[src/rtl/cpu_retire_pkg.sv]
// cpu_retire_pkg: shared CPU defines for the retire stage.
//   TAG_SIZE  - width of the writeback tag used across the pipeline
//   ST_INIT / ST_RUN - retire FSM state encodings
//   NUM_REGS  - number of architectural registers held in the array (x1..x31)
package cpu_retire_pkg;
  localparam int TAG_SIZE = 8;
  localparam int NUM_REGS = 31;

  localparam logic [0:0] ST_INIT = 1'b0;
  localparam logic [0:0] ST_RUN  = 1'b1;
endpackage

[src/rtl/cpu_retire_if.sv]
// cpu_retire_if: writeback bundle, decode read ports and retire acknowledge.
//   master - pipeline side: drives i_* (tag, rd index/data, pc_next, read indices)
//   slave  - retire stage: drives o_* (read data, committed tag/pc, ready, instret)
interface cpu_retire_if import cpu_retire_pkg::*; #(
  parameter int TAG_W = TAG_SIZE
) ();
  logic [TAG_W-1:0] i_tag;
  logic [4:0]       i_inst_rd;
  logic [31:0]      i_rd;
  logic [31:0]      i_pc_next;
  logic [4:0]       i_rs1_idx;
  logic [4:0]       i_rs2_idx;
  logic [31:0]      o_rs1;
  logic [31:0]      o_rs2;
  logic [TAG_W-1:0] o_tag;
  logic [31:0]      o_pc_next;
  logic             o_ready;
  logic [63:0]      o_instret;

  modport master (
    output i_tag, i_inst_rd, i_rd, i_pc_next, i_rs1_idx, i_rs2_idx,
    input  o_rs1, o_rs2, o_tag, o_pc_next, o_ready, o_instret
  );

  modport slave (
    input  i_tag, i_inst_rd, i_rd, i_pc_next, i_rs1_idx, i_rs2_idx,
    output o_rs1, o_rs2, o_tag, o_pc_next, o_ready, o_instret
  );
endinterface

[src/rtl/cpu_retire_regs.sv]
// cpu_retire_regs: 31x32 register array (x1..x31), one write port, two
// combinational read ports. Index 0 always reads 0 and is never written.
//   clk            - write clock
//   we/waddr/wdata - write port
//   raddr1/raddr2  - read indices; rdata1/rdata2 - read data
// The array has no reset; it is cleared by the retire stage's INIT sweep.
module cpu_retire_regs import cpu_retire_pkg::*; (
  input  logic        clk,
  input  logic        we,
  input  logic [4:0]  waddr,
  input  logic [31:0] wdata,
  input  logic [4:0]  raddr1,
  input  logic [4:0]  raddr2,
  output logic [31:0] rdata1,
  output logic [31:0] rdata2
);
  // Entry k holds register x(k+1).
  logic [31:0] mem [0:NUM_REGS-1];

  // Write port; x0 is hardwired so writes to index 0 are dropped.
  always_ff @(posedge clk) begin
    if (we && (waddr != 5'd0)) begin
      mem[waddr - 5'd1] <= wdata;
    end
  end

  assign rdata1 = (raddr1 == 5'd0) ? 32'd0 : mem[raddr1 - 5'd1];
  assign rdata2 = (raddr2 == 5'd0) ? 32'd0 : mem[raddr2 - 5'd1];
endmodule

[src/rtl/cpu_retire.sv]
// cpu_retire: retire/commit stage with register file.
//   i_clock    - single clock, rising edge
//   i_reset_n  - asynchronous active-low reset
//   bus        - cpu_retire_if slave: writeback bundle in, read data and
//                commit acknowledge (o_tag, o_pc_next, o_instret, o_ready) out
// After reset an INIT sweep zeroes x1..x31 (one per cycle), then RUN commits
// an instruction on every edge where the incoming tag differs from o_tag.
// Optional: define CPU_RETIRE_BYPASS_EN to forward the committing rd data to
// a same-cycle read of the same register.
module cpu_retire import cpu_retire_pkg::*; #(
  parameter int TAG_W       = TAG_SIZE,
  parameter int INIT_CYCLES = NUM_REGS
) (
  input logic        i_clock,
  input logic        i_reset_n,
  cpu_retire_if.slave bus
);
  localparam logic [4:0] SWEEP_LAST = 5'(INIT_CYCLES);

  logic [0:0]       state_r;
  logic [4:0]       sweep_r;
  logic [TAG_W-1:0] tag_r;
  logic [31:0]      pc_r;
  logic [63:0]      instret_r;

  logic        commit_s;
  logic        we_s;
  logic [4:0]  waddr_s;
  logic [31:0] wdata_s;
  logic [31:0] rf_rs1_s;
  logic [31:0] rf_rs2_s;
  logic [31:0] rs1_s;
  logic [31:0] rs2_s;

  // The tag itself is the handshake: a new value means a new instruction.
  assign commit_s = (state_r == ST_RUN) && (bus.i_tag != tag_r);

  // Write port select: the INIT sweep owns the port, RUN uses the commit.
  always_comb begin
    we_s    = 1'b0;
    waddr_s = 5'd0;
    wdata_s = 32'd0;
    if (state_r == ST_INIT) begin
      we_s    = 1'b1;
      waddr_s = sweep_r;
      wdata_s = 32'd0;
    end else begin
      we_s    = commit_s && (bus.i_inst_rd != 5'd0);
      waddr_s = bus.i_inst_rd;
      wdata_s = bus.i_rd;
    end
  end

  cpu_retire_regs u_regs (
    .clk    (i_clock),
    .we     (we_s),
    .waddr  (waddr_s),
    .wdata  (wdata_s),
    .raddr1 (bus.i_rs1_idx),
    .raddr2 (bus.i_rs2_idx),
    .rdata1 (rf_rs1_s),
    .rdata2 (rf_rs2_s)
  );

  // Read data: zero while INIT is clearing, optional same-cycle forwarding.
  always_comb begin
    rs1_s = 32'd0;
    rs2_s = 32'd0;
    if (state_r == ST_RUN) begin
      rs1_s = rf_rs1_s;
      rs2_s = rf_rs2_s;
`ifdef CPU_RETIRE_BYPASS_EN
      if (commit_s && (bus.i_inst_rd != 5'd0) && (bus.i_inst_rd == bus.i_rs1_idx)) begin
        rs1_s = bus.i_rd;
      end else begin
        rs1_s = rf_rs1_s;
      end
      if (commit_s && (bus.i_inst_rd != 5'd0) && (bus.i_inst_rd == bus.i_rs2_idx)) begin
        rs2_s = bus.i_rd;
      end else begin
        rs2_s = rf_rs2_s;
      end
`endif
    end else begin
      rs1_s = 32'd0;
      rs2_s = 32'd0;
    end
  end

  // FSM, sweep counter and commit state.
  always_ff @(posedge i_clock or negedge i_reset_n) begin
    if (!i_reset_n) begin
      state_r   <= ST_INIT;
      sweep_r   <= 5'd1;
      tag_r     <= '0;
      pc_r      <= 32'd0;
      instret_r <= 64'd0;
    end else begin
      case (state_r)
        ST_INIT: begin
          if (sweep_r == SWEEP_LAST) begin
            state_r <= ST_RUN;
          end else begin
            sweep_r <= sweep_r + 5'd1;
          end
        end
        ST_RUN: begin
          if (commit_s) begin
            tag_r     <= bus.i_tag;
            pc_r      <= bus.i_pc_next;
            instret_r <= instret_r + 64'd1;
          end
        end
        default: begin
          state_r <= ST_INIT;
        end
      endcase
    end
  end

  assign bus.o_rs1     = rs1_s;
  assign bus.o_rs2     = rs2_s;
  assign bus.o_tag     = tag_r;
  assign bus.o_pc_next = pc_r;
  assign bus.o_instret = instret_r;
  assign bus.o_ready   = (state_r == ST_RUN);
endmodule

[src/flat_wrapper.sv]
// flat-port wrapper written by rule: the top's interface ports become plain ports
module cpu_retire_flat import cpu_retire_pkg::*;
#(
  parameter int TAG_W       = TAG_SIZE,
  parameter int INIT_CYCLES = NUM_REGS
)
  (i_clock, i_reset_n, bus_i_tag, bus_i_inst_rd, bus_i_rd, bus_i_pc_next, bus_i_rs1_idx, bus_i_rs2_idx, bus_o_rs1, bus_o_rs2, bus_o_tag, bus_o_pc_next, bus_o_ready, bus_o_instret);
  cpu_retire_if #(.TAG_W(TAG_W)) bus_i ();
  input logic i_clock;
  input logic i_reset_n;
  input wire logic [$bits(bus_i.i_tag)-1:0] bus_i_tag;
  input wire logic [$bits(bus_i.i_inst_rd)-1:0] bus_i_inst_rd;
  input wire logic [$bits(bus_i.i_rd)-1:0] bus_i_rd;
  input wire logic [$bits(bus_i.i_pc_next)-1:0] bus_i_pc_next;
  input wire logic [$bits(bus_i.i_rs1_idx)-1:0] bus_i_rs1_idx;
  input wire logic [$bits(bus_i.i_rs2_idx)-1:0] bus_i_rs2_idx;
  output wire logic [$bits(bus_i.o_rs1)-1:0] bus_o_rs1;
  output wire logic [$bits(bus_i.o_rs2)-1:0] bus_o_rs2;
  output wire logic [$bits(bus_i.o_tag)-1:0] bus_o_tag;
  output wire logic [$bits(bus_i.o_pc_next)-1:0] bus_o_pc_next;
  output wire logic [$bits(bus_i.o_ready)-1:0] bus_o_ready;
  output wire logic [$bits(bus_i.o_instret)-1:0] bus_o_instret;
  assign bus_i.i_tag = bus_i_tag;
  assign bus_i.i_inst_rd = bus_i_inst_rd;
  assign bus_i.i_rd = bus_i_rd;
  assign bus_i.i_pc_next = bus_i_pc_next;
  assign bus_i.i_rs1_idx = bus_i_rs1_idx;
  assign bus_i.i_rs2_idx = bus_i_rs2_idx;
  assign bus_o_rs1 = bus_i.o_rs1;
  assign bus_o_rs2 = bus_i.o_rs2;
  assign bus_o_tag = bus_i.o_tag;
  assign bus_o_pc_next = bus_i.o_pc_next;
  assign bus_o_ready = bus_i.o_ready;
  assign bus_o_instret = bus_i.o_instret;
  cpu_retire #(.TAG_W(TAG_W), .INIT_CYCLES(INIT_CYCLES)) u_core (.i_clock(i_clock), .i_reset_n(i_reset_n), .bus(bus_i));
endmodule
[config.mk]
export PLATFORM = sky130hd
export DESIGN_NAME = cpu_retire_flat
export DESIGN_NICKNAME = d
export VERILOG_FILES = /design/src/rtl/cpu_retire_pkg.sv /design/src/rtl/cpu_retire_if.sv /design/src/rtl/cpu_retire_regs.sv /design/src/rtl/cpu_retire.sv /design/src/flat_wrapper.sv
export SDC_FILE = /design/constraint.sdc
export NUM_CORES = 2
export LEC_CHECK = 0
export BUFFER_PORTS_ARGS = -buffer_cell sky130_fd_sc_hd__buf_2
export CORE_ASPECT_RATIO = 1.2
export CORE_MARGIN = 3
export CORE_UTILIZATION = 28
export CTS_CLUSTER_SIZE = 28
export DETAILED_ROUTE_END_ITERATION = 16
export PLACE_DENSITY = 0.5
export SKIP_CTS_REPAIR_TIMING = 1
export SYNTH_ARGS = -nofsm -noshare
export SYNTH_HDL_FRONTEND = slang
export SYNTH_SLANG_ARGS = --single-unit
[constraint.sdc]
create_clock -name i_clock -period 7.15 [get_ports i_clock]
set_input_delay 0.3575 -clock i_clock [delete_from_list [all_inputs] [get_ports i_clock]]
set_output_delay 0.3575 -clock i_clock [all_outputs]
set_load 0.01 [all_outputs]
==> impl_metrics.csv <==
group,metric,value,unit
worst_setup_path,crit_slowest_cell,"ha_4",
route,dr.first_iter.drc_count,3287,
route,vias,33200,
power_and_ir_drop,p_leak,20.1,nW
clock_tree,ctsLongestPathBuffers,3,
placement,port_buffers,257,
synthesis,syn-cell-area,51600,sq um
synthesis,synthCells,3389,
clock_tree,htree_levels,3,
clock_tree,clk_pin_slew,0.06,ns
synthesis,async_flop_share,9.98,%
global_routing,grt_pass1_wl,246,mm
placement,gp_congestion,0.838,
worst_setup_path,max_stage_delay,0.93,ns
timing,holdWs,0.206,ns
route,postRouteWirelength,173,mm
route,via_per_inst,5.39,
floorplanning,fp-row-count,171,
worst_setup_path,end_kind,"output port",
timing,setup_viol,0,
floorplanning,die_area,189000,sq um
synthesis,syn_area_per_cell,15.2,sq um
floorplanning,die_w,398,microns
timing,rsz0062_at_grt,"false",
run,maxCapViolCount,0,
global_routing,grt_pass1_vias,33400,
global_routing,grt.overflow.total,0,
floorplanning,io_pins,258,
clock_tree,numCtsBuffers,116,
worst_setup_path,ff2ff_path_depth,5,
worst_setup_path,path_buf_inv,4,
synthesis,netlist.area_leader.share,57.7,%
synthesis,synth_area_leaders,"edfxtp_1 58%, mux4_2 14%, dfrtp_1 5.3%",
worst_setup_path,r2r_end,"u_core.u_regs.mem[12][21]",
worst_setup_path,crit_chain,"buf_8 > inv_1 > ha_4 > buf_4 > mux4_2 > a22o_1 > a221oi_1 > o221ai_1 > buf_2",
route,routedWlPerCell,28.1,microns
worst_setup_path,regToRegSetupSlack,2.98,ns
synthesis,synth_nets,3483,
placement,dpl_cell_area,55800,sq um
power_and_ir_drop,power.density,250,nW/um^2
route,postRouteAntennaNets,0,
timing,clock-skew-final,0.0563,ns
floorplanning,die_h,476,microns
synthesis,ys.warnings.count,0,
timing,slew_headroom,8.75,%
timing,worstMarginPinSlew,1.37,ns
timing,finalWorstSetupSlack,2.18,ns
global_routing,grt_usage,17.8,%
synthesis,synth_cell_type_count,68,
layout,areaGrowthSynthToFinish,16.0,%
timing,min_period_over_period,69.5,%
power_and_ir_drop,peakVddDrop,0.000188,V
clock_tree,root_buffer,"clkbuf_16",
worst_setup_path,crit_arrival,4.61,ns
synthesis,synth-edff-count,992,
route,dr.pass1.iters,6,
layout,final_cell_area,59800,sq um
timing,slew_violations,0,
worst_setup_path,timing.rr.start,"u_core.bus.o_ready",
synthesis,synth_top_cell_by_area,"edfxtp_1",
worst_setup_path,path_class,"in -> out",
clock_tree,clock_latency,0.74,ns
layout,nNetsFinal,3744,
worst_setup_path,start_kind,"input pin",
layout,final_cells,6167,
clock_tree,clock-sinks,1102,
timing,hold_viol_final,0,
timing,fmax,201,MHz
global_routing,antenna_found_initial,14,
worst_setup_path,critPathTopFamily,"buffers and inverters",
route,drc_errors,0,
synthesis,ys_seq_area_share,63.1,%
synthesis,ys_ff_latch,1102,
synthesis,synthFlopType,"edfxtp_1",
worst_setup_path,critPathRequiredTime,6.79,ns
worst_hold_path,min_path_type,"in -> async",
timing,period_minus_slack,4.97,ns
worst_setup_path,cp_max_fo,70,
clock_tree,cts_tree,"built",
global_routing,grt_max_degree,108,
floorplanning,start_util,28.3,%
timing,setup_tns,0,ns
status,status,"complete, no violations",
placement,pre_cts_slack,2.18,ns
power_and_ir_drop,total_power,14.9,mW
layout,post-route-util,32.9,%
placement,place_hpwl,105,mm
layout,drive_gt1_share,25.2,%
floorplanning,core_area,182000,sq um
placement,placedCellCount,5912,
## metal layers
metal / track usage [%] / wire, microns
met5: 0 / 41
met4: 5.49 / 5030
met3: 3.85 / 13900
met2: 28.9 / 82400
met1: 23.7 / 71700
## synth_stat cells (all sizes together) (14+ instances only)
cell type and n:
a22o 64, a221oi 64, a21o 15, nand4 23, xor2 48, mux2i 120
clkbuf 80, a21oi 88, edfxtp 992, buf 171, a31oi 36, nor4 25
nand3 102, dfrtp 109, o22ai 36, o211ai 29, nor2 129, a22oi 16
and2 39, o221ai 14, mux4 324, inv 19, o41ai 36, nor3 30
xnor2 33, nand2 584, a211oi 64, a32oi 49
## cell families (layout without fill, tap and decap cells)
logic type | count (synthesis) | count (layout) | synth area share (%)
other cells | 0 | 6 | 0
buf+inv | 270 | 620 | 2.85
flops | 1102 | 1102 | 63.1
mux | 449 | 449 | 16.6
fa+ha+maj | 5 | 5 | 0.121
compound gates | 523 | 523 | 7.66
xor+xnor | 81 | 81 | 1.43
simple gates | 959 | 959 | 8.28
## where the power goes
part | leakage (nW) | switching [mW] | internal [mW]
Combinational | 8.03 | 1.29 | 0.636
Clock | 1.78 | 2.59 | 3.29
Sequential | 10.3 | 0.0368 | 7.09
Total | 20.1 | 3.91 | 11.0
## area by class of cell
class / count / area (sq um)
diodes: 6 / 15.0
clock inverters: 64 / 546
repair buffers: 394 / 2550
clock buffers: 143 / 3080
fillers: 17500 / 122000
flip-flops and latches: 1102 / 32500
well taps: 2422 / 3030
inverters: 19 / 71.3
multi-input cells: 2017 / 18000
## how the worst max path moves through the flow
stage / start / to / slack [ns] / depth (start not counted)
after global placement: bus_i_rs2_idx[0] / bus_o_rs2[28] / 2.22 / 9
after floorplan: u_core.bus.o_ready / u_core.u_regs.mem[12][0] / 3.72 / 6
after CTS: bus_i_rs2_idx[0] / bus_o_rs2[28] / 2.19 / 9
final: bus_i_rs2_idx[0] / bus_o_rs2[25] / 2.18 / 9
after detailed placement: bus_i_rs2_idx[0] / bus_o_rs2[28] / 2.18 / 9
after global routing: bus_i_rs2_idx[0] / bus_o_rs2[19] / 1.97 / 9
## cell usage in the layout (no fill, tap or decap), types with 86 or more instances in the layout
cell type / count
mux4_2: 324
nand3_1: 100
nor2_1: 90
buf_4: 88
buf_2: 254
clkbuf_16: 119
mux2i_1: 120
dfrtp_1: 108
nand2_1: 575
a21oi_1: 86
edfxtp_1: 992
## registers in the layout, summed over array words and instances (netlist names)
| register | flops |
|---|---|
| u_core.bus.o_instret | 64 |
| u_core.bus.o_pc_next | 32 |
| u_core.bus.o_ready | 1 |
| u_core.bus.o_tag | 8 |
| u_core.sweep_r | 5 |
| u_core.u_regs.mem | 992 |
Note: power is estimated with default switching activity, not from simulation.
